===== src/rtl/pc_sequencer.sv =====
// pc_sequencer: program counter sequencer with skip, goto, call/return and an 8-deep circular return stack.
module pc_sequencer (
    input  logic        clk,
    input  logic        reset,
    input  logic [13:0] opcode,
    input  logic        skip,
    input  logic        stall,
    output logic [10:0] counter,
    output logic [2:0]  stack_ptr,
    output logic        stk_ovf,
    output logic        stk_unf,
    output logic        retlw_valid,
    output logic [7:0]  retlw_k
);
    logic [10:0] stack [8];
    logic [3:0]  depth;
    logic        is_goto, is_call, is_ret, is_retlw, is_pop;
    logic [2:0]  ptr_dec;
    logic [10:0] pc_inc, next_pc;
    always_comb begin
        is_goto  = opcode[13:11] == 3'b101;
        is_call  = opcode[13:11] == 3'b100;
        is_ret   = opcode == 14'h0008;
        is_retlw = opcode[13:10] == 4'b1101;
        is_pop   = is_ret || is_retlw;
        ptr_dec  = stack_ptr - 3'd1;
        pc_inc   = counter + 11'd1;
        next_pc  = (is_goto || is_call) ? opcode[10:0] :
                   is_pop ? stack[ptr_dec] :
                   skip ? counter + 11'd2 : pc_inc;
    end
    always_ff @(posedge clk) begin
        if (reset) begin
            counter     <= '0;
            stack_ptr   <= '0;
            depth       <= '0;
            stk_ovf     <= 1'b0;
            stk_unf     <= 1'b0;
            retlw_valid <= 1'b0;
            retlw_k     <= '0;
            for (int i = 0; i < 8; i++) stack[i] <= '0;
        end else if (stall) begin
            retlw_valid <= 1'b0;
        end else begin
            counter     <= next_pc;
            retlw_valid <= is_retlw;
            if (is_retlw) retlw_k <= opcode[7:0];
            // a full stack overwrites its oldest slot; an empty one still pops a stale entry
            if (is_call) begin
                stack[stack_ptr] <= pc_inc;
                stack_ptr        <= stack_ptr + 3'd1;
                if (depth == 4'd8) stk_ovf <= 1'b1;
                else depth <= depth + 4'd1;
            end else if (is_pop) begin
                stack_ptr <= ptr_dec;
                if (depth == 4'd0) stk_unf <= 1'b1;
                else depth <= depth - 4'd1;
            end
        end
    end
endmodule


===== config.mk =====
export PLATFORM = sky130hd
export DESIGN_NAME = pc_sequencer
export DESIGN_NICKNAME = d
export VERILOG_FILES = /design/src/rtl/pc_sequencer.sv
export SDC_FILE = /design/constraint.sdc
export NUM_CORES = 1
export LEC_CHECK = 0
export BUFFER_PORTS_ARGS = -buffer_cell sky130_fd_sc_hd__buf_4
export CAP_MARGIN = 40
export CELL_PAD_IN_SITES_DETAIL_PLACEMENT = 0
export CELL_PAD_IN_SITES_GLOBAL_PLACEMENT = 1
export CORE_ASPECT_RATIO = 0.5
export CORE_MARGIN = 2
export CORE_UTILIZATION = 52
export CTS_CLUSTER_SIZE = 30
export DETAILED_ROUTE_END_ITERATION = 12
export HOLD_SLACK_MARGIN = 0.03
export PLACE_DENSITY = 0.84
export SLEW_MARGIN = 20
export SYNTH_ARGS = -nofsm -noshare
export SYNTH_HDL_FRONTEND = slang
export SYNTH_SLANG_ARGS = --single-unit

===== constraint.sdc =====
create_clock -name clk -period 8.15 [get_ports clk]
set_input_delay 0.815 -clock clk [delete_from_list [all_inputs] [get_ports clk]]
set_output_delay 0.815 -clock clk [all_outputs]
set_load 0.005 [all_outputs]

==> results of run 1 <==
## cells by family after synthesis
group	count (synthesis)	synth area share, %
compound gates	66	7.28
simple gates	190	14.8
fa+ha+maj	6	1.35
flops	117	57.9
buf+inv	47	3.26
mux	38	11.8
xor+xnor	23	3.62
## metal layers
layer  up-vias  wire (µm)  track usage [%]
met4         0        267             9.25
met1      1924       5890             35.9
met2       207       6300             38.5
li1       1826          -                -
met3        24       1360             5.65
met5         -          0                0
## worst max-delay path by stage
stage,endpoint,startpoint,cells after the start
6_report,stack[3][1],opcode[11],5
2_1_floorplan,counter[3],stack_ptr[0],11
3_5_place_dp,stack[0][5],opcode[11],5
3_3_place_gp,counter[5],stack_ptr[0],7
4_1_cts,counter[10],stack_ptr[0],8
5_1_grt,counter[8],stack_ptr[0],8
## area by class of cell
class	instances	area share (%)
Inverter	13	0.740
Tap cell	140	2.66
Timing Repair Buffer	49	6.18
Clock inverter	15	2.29
Clock buffer	17	6.45
Sequential cell	117	48.9
Multi-Input combinational cell	323	32.8
## Yosys cell counts, drive strengths merged, types with 2 or more instances
master   number  area share [%]
a21oi        24             2.2
a221oi        7             1.1
a311oi        2            0.31
a31oi         4            0.45
and3          4            0.45
buf           4            0.36
clkbuf       30             2.0
dfxtp        29              10
edfxtp       88              47
ha            6             1.3
inv          13            0.88
mux2          2            0.40
mux2i        14             2.5
mux4         22             8.9
nand2        35             2.4
nand2b        8            0.90
nand3         5            0.45
nand4         5            0.56
nor2        113             7.6
nor2b         5            0.56
nor3          6            0.54
nor4          3            0.34
o2111ai       3            0.47
o211ai        3            0.40
o21ai        16             1.4
o22ai         2            0.22
xnor2        14             2.2
xor2          9             1.4
## stage by stage
stage | cells | setup slack (ps) | utilization [%] | hold slack, ps
3_5_place_dp | 642 | 5030 | 58.4 | 468
3_3_place_gp | 636 | 4750 | 57.6 | 465
2_1_floorplan | 487 | 5390 | - | 461
5_1_grt | 674 | 5200 | 64.0 | 494
4_1_cts | 674 | 5440 | 64.0 | 477
6_report | 674 | 5420 | 64.0 | 475
## state kept, by name, summed over array words and instances, names as in the netlist
name and flops:
retlw_k 8, stack 88, counter 11, stack_ptr 3
retlw_valid 1, stk_unf 1, stk_ovf 1, depth 4
## power breakdown
group          leakage, nW  total [mW]  switching (mW)  internal [mW]
sequential            1.15       0.680          0.0191          0.661
combinational        0.983       0.149          0.0838         0.0650
clock                0.274       0.737           0.286          0.451
## worst max-delay path: cells and delay by family
| family | cells | cell delay [ps] |
|---|---|---|
| and+or+nand+nor | 4 | 1830 |
| buffers and inverters | 1 | 130 |
==> results.ini, run 1 <==
[timing]
finalSetupViolCount = 0
rsz0062_at_grt = no
finalCriticalPeriod_ps = 2730
finClkSkew_ps = 11.7
fmax_mhz = 366
relSlewSlack_pct = 39.5
hold_viol_final = 0
fin_crit_sh_pct = 33.5
slew_viol_final = 0
worst_pin_slew_ps = 900
setup_tns_ps = 0

[clock_tree]
cts_hold_buf = 0
ctsResizeCount = 0
cts_tree = yes
cts.sinks = 117
cts_setup_buffers = 0
cts_buffer_depth = 2
htreeDepth = 4
cts_root_buf = clkbuf_16
clk_pin_slew_ps = 60
cts_buffers = 17
clock_latency_ps = 420

[global_routing]
grt_max_degree = 40
grt_pass1_wl_mm = 21.5
grt_pass1_vias = 3860
grt_use_total_pct = 25.4
overflow = 0
antenna_found_initial = 0

[min_path]
min_from = retlw_k[2]
whs_endpoint = retlw_k[2]
whs_path_depth = 2
hp-class = reg -> reg

[finish]
insertedDiodeCount = 0
layout_commonest_cell = nor2_1
fillers = 814
layout-drive-gt1-share_pct = 19.5
nets = 545
fin_area_mm2 = 0.00660
final_cell_mix = nor2_1 (113), edfxtp_1 (88), buf_4 (47)
area_growth_pct = 18.5
area.sequential_mm2 = 0.00322
multi_input_area_mm2 = 0.00216

[drt]
via_per_inst = 5.91
firstDrtPassIters = 5
detail_route.wirelength_mm = 13.8
drt_iter0_drc = 336
drc = 0
drtAntennaViolNets = 0
wl_per_cell_um = 20.5
num_vias = 3981

[floorplan]
die-area_mm2 = 0.0116
initial_core_util_pct = 54.0
rows = 26
coreArea_mm2 = 0.0103
die_h_um = 77.2
die_w_um = 150
io_pins = 43

[placed_design]
gp_congestion = 0.837
placed_cell_area_mm2 = 0.00602
hpwl_mm = 8.95
io_buffers = 42

[setup_path]
worstPathCellList = buf_4 > nor3b_4 > and3_1 > nand2_1 > nand2b_1
worst-setup-path-type = in -> reg
r2r_start = stack_ptr[0]
cp_data_arrival_time_ps = 2780
timing.rr.end = counter[10]
max_stage_delay_ps = 680
critical_path.startpoint_type = input port
slowest_stage = nand2b_1
cp-end-kind = flip-flop
r2r_slack_ps = 5440
reg2regPathDepth = 8
path_max_fanout = 12
cp.required_ps = 8190

[logic_synthesis]
synthCells = 487
synth.distinct_cells = 40
seq_area_frac_synth_pct = 57.9
mappedNetlistArea_mm2 = 0.00557
synth_edf_count = 88
synth_warnings = 0
async_flop_share_pct = 0
syn_area_per_cell_um2 = 11.4
ys_ff_latch = 117
syn_nets = 511
ys.flop_type = edfxtp_1

[pwr]
powerDensity_mw_per_mm2 = 237
peakVddDrop_mv = 0.143
leakage_nw = 2.40
total_power_mw = 1.57

[run]
cap_violations = 0

[outcome]
outcome = completed

Power figures use the tool's default switching activity.
==> inputs of run 2 (changes only) <==
--- a/config.mk
+++ b/config.mk
@@ -11,11 +11,11 @@
 export CELL_PAD_IN_SITES_GLOBAL_PLACEMENT = 1
 export CORE_ASPECT_RATIO = 0.5
 export CORE_MARGIN = 2
-export CORE_UTILIZATION = 52
+export CORE_UTILIZATION = 48
 export CTS_CLUSTER_SIZE = 30
 export DETAILED_ROUTE_END_ITERATION = 12
 export HOLD_SLACK_MARGIN = 0.03
-export PLACE_DENSITY = 0.84
+export PLACE_DENSITY = 0.78
 export SLEW_MARGIN = 20
 export SYNTH_ARGS = -nofsm -noshare
 export SYNTH_HDL_FRONTEND = slang
==> constraint.sdc (replaced) <==
create_clock -name clk -period 2.7 [get_ports clk]
set_input_delay 0.27 -clock clk [delete_from_list [all_inputs] [get_ports clk]]
set_output_delay 0.27 -clock clk [all_outputs]
set_load 0.005 [all_outputs]
==> run 2 against run 1 <==
Effect of this change: hold slack got worse by 350 ps; design area rose by 2.0%; critical path depth rose by 3; via count rose by 1.3%.
==> results.ini, run 2 (synthesized netlist as in run 1, its figures left out) <==
[outcome]
outcome = completed  ; unchanged

[clock_tree]
clk_pin_slew_ps = 60  ; about the same
cts_hold_buf = 0  ; unchanged
cts_tree = yes  ; unchanged
cts_root_buf = clkbuf_16  ; unchanged
cts_buffer_depth = 2  ; unchanged
htreeDepth = 4  ; unchanged
cts.sinks = 117  ; unchanged
cts_setup_buffers = 0  ; unchanged
cts_buffers = 17  ; unchanged
clock_latency_ps = 410  ; was 420 ps
ctsResizeCount = 0  ; unchanged

[timing]
fin_crit_sh_pct = 83.1
slew_viol_final = 0  ; unchanged
hold_ws_ps = 121  ; was 475 ps
fmax_mhz = 445
hold_viol_final = 0  ; unchanged
finalCriticalPeriod_ps = 2240
worst_pin_slew_ps = 807  ; was 900 ps
finalSetupViolCount = 0  ; unchanged
setup_tns_ps = 0  ; unchanged
finClkSkew_ps = 8.92  ; was 11.7 ps
rsz0062_at_grt = no  ; unchanged
relSlewSlack_pct = 46.0  ; was 39.5%

[setup_path]
cp_data_arrival_time_ps = 2510  ; was 2780 ps
critical_path.startpoint_type = flip-flop  ; was input port
path_max_fanout = 16  ; was 12
cp.required_ps = 2970  ; was 8190 ps
worst-setup-path-type = reg -> reg  ; was in -> reg
cp-end-kind = flip-flop  ; unchanged

[drt]
num_vias = 4032  ; was 3981
drtAntennaViolNets = 0  ; unchanged
wl_per_cell_um = 20.6  ; was 20.5 µm
firstDrtPassIters = 7  ; was 5
drc = 0  ; unchanged
via_per_inst = 5.78  ; was 5.91
drt_iter0_drc = 393  ; was 336
detail_route.wirelength_mm = 14.4  ; was 13.8 mm

[global_routing]
grt_use_total_pct = 24.8  ; was 25.4%
overflow = 0  ; unchanged
grt_pass1_wl_mm = 22.5  ; was 21.5 mm
antenna_found_initial = 0  ; unchanged
grt_max_degree = 39  ; was 40
grt_pass1_vias = 3853  ; was 3860

[pwr]
peakVddDrop_mv = 0.384  ; was 0.143 mV
leakage_nw = 2.50  ; was 2.40 nW
total_power_mw = 4.77  ; was 1.57 mW
powerDensity_mw_per_mm2 = 708  ; was 237 mW/mm²

[finish]
reg.largest.list = stack x88, counter x11, retlw_k x8  ; unchanged
layout_commonest_cell = nor2_1  ; unchanged
final_cell_mix = nor2_1 (113), edfxtp_1 (88), buf_4 (67)  ; was nor2_1 (113), edfxtp_1 (88), buf_4 (47)
largest_reg_flops = 88  ; unchanged
fillers = 912  ; was 814
area_growth_pct = 20.9  ; was 18.5%
insertedDiodeCount = 0  ; unchanged
nets = 564  ; was 545
layout-drive-gt1-share_pct = 22.8  ; was 19.5%
regMostFlops = stack  ; unchanged

[run]
cap_violations = 0  ; unchanged

[floorplan]
io_pins = 43  ; unchanged
initial_core_util_pct = 50.0  ; was 54.0%
rows = 27  ; was 26
die_w_um = 156  ; was 150 µm
die_h_um = 80.2  ; was 77.2 µm
coreArea_mm2 = 0.0111  ; was 0.0103 mm²
die-area_mm2 = 0.0125  ; was 0.0116 mm²

[min_path]
hp-class = in -> reg  ; was reg -> reg

[placed_design]
gp_congestion = 0.794  ; was 0.837
hpwl_mm = 9.47  ; was 8.95 mm
io_buffers = 42  ; unchanged

## run 2: per-stage QoR
step / area [µm²] / cells / utilization, % / setup WS, ps
3_3_place_gp: 6130 / 665 / 55.0 / 584
2_1_floorplan: 5570 / 487 / - / 68.1
3_5_place_dp: 6140 / 666 / 55.1 / 537
6_report: 6730 / 698 / 60.4 / 455
4_1_cts: 6730 / 698 / 60.4 / 518
5_1_grt: 6730 / 698 / 60.4 / 326
## run 2: power breakdown
part / switching, mW / internal (mW) / leakage [nW]
combinational: 0.269 / 0.198 / 1.06
clock: 0.882 / 1.38 / 0.290
sequential: 0.0460 / 1.99 / 1.15
total: 1.20 / 3.57 / 2.50
## run 2: worst paths after layout
| kind | end | cells after the start | startpoint | slack, ps |
|---|---|---|---|---|
| max | counter[4] | 8 | stack_ptr[1] | 460 |
| min | retlw_k[3] | 3 | opcode[3] | 120 |
| max reg2reg | counter[4] | 8 | stack_ptr[1] | 460 |
| min reg2reg | stk_ovf | 2 | stk_ovf | 470 |
## run 2: final cells by class
cell class | instances | area, µm² | share of cell area [%]
inverter | 13 | 48.8 | 0.725
clock inverter | 15 | 165 | 2.45
tap | 145 | 181 | 2.69
timing repair buffer | 68 | 523 | 7.77
sequential | 117 | 3220 | 47.9
multi-input combinational | 323 | 2160 | 32.2
clock buffer | 17 | 425 | 6.32
## run 2: routing by layer
layer | global-route usage, % | up-vias | routed length [µm]
met3 | 6.69 | 23 | 1180
met4 | 7.98 | 0 | 217
met5 | 0 | - | 0
met1 | 34.5 | 1973 | 6520
li1 | - | 1870 | -
met2 | 38.0 | 166 | 6480
## run 2: worst max-delay path, stage by stage, from the launching register on
cell	delay, ps
dfxtp_1	470
inv_1	100
ha_1	310
buf_4	260
mux4_2	350
mux2i_1	280
nand2_1	110
o211ai_1	110
a221oi_1	100
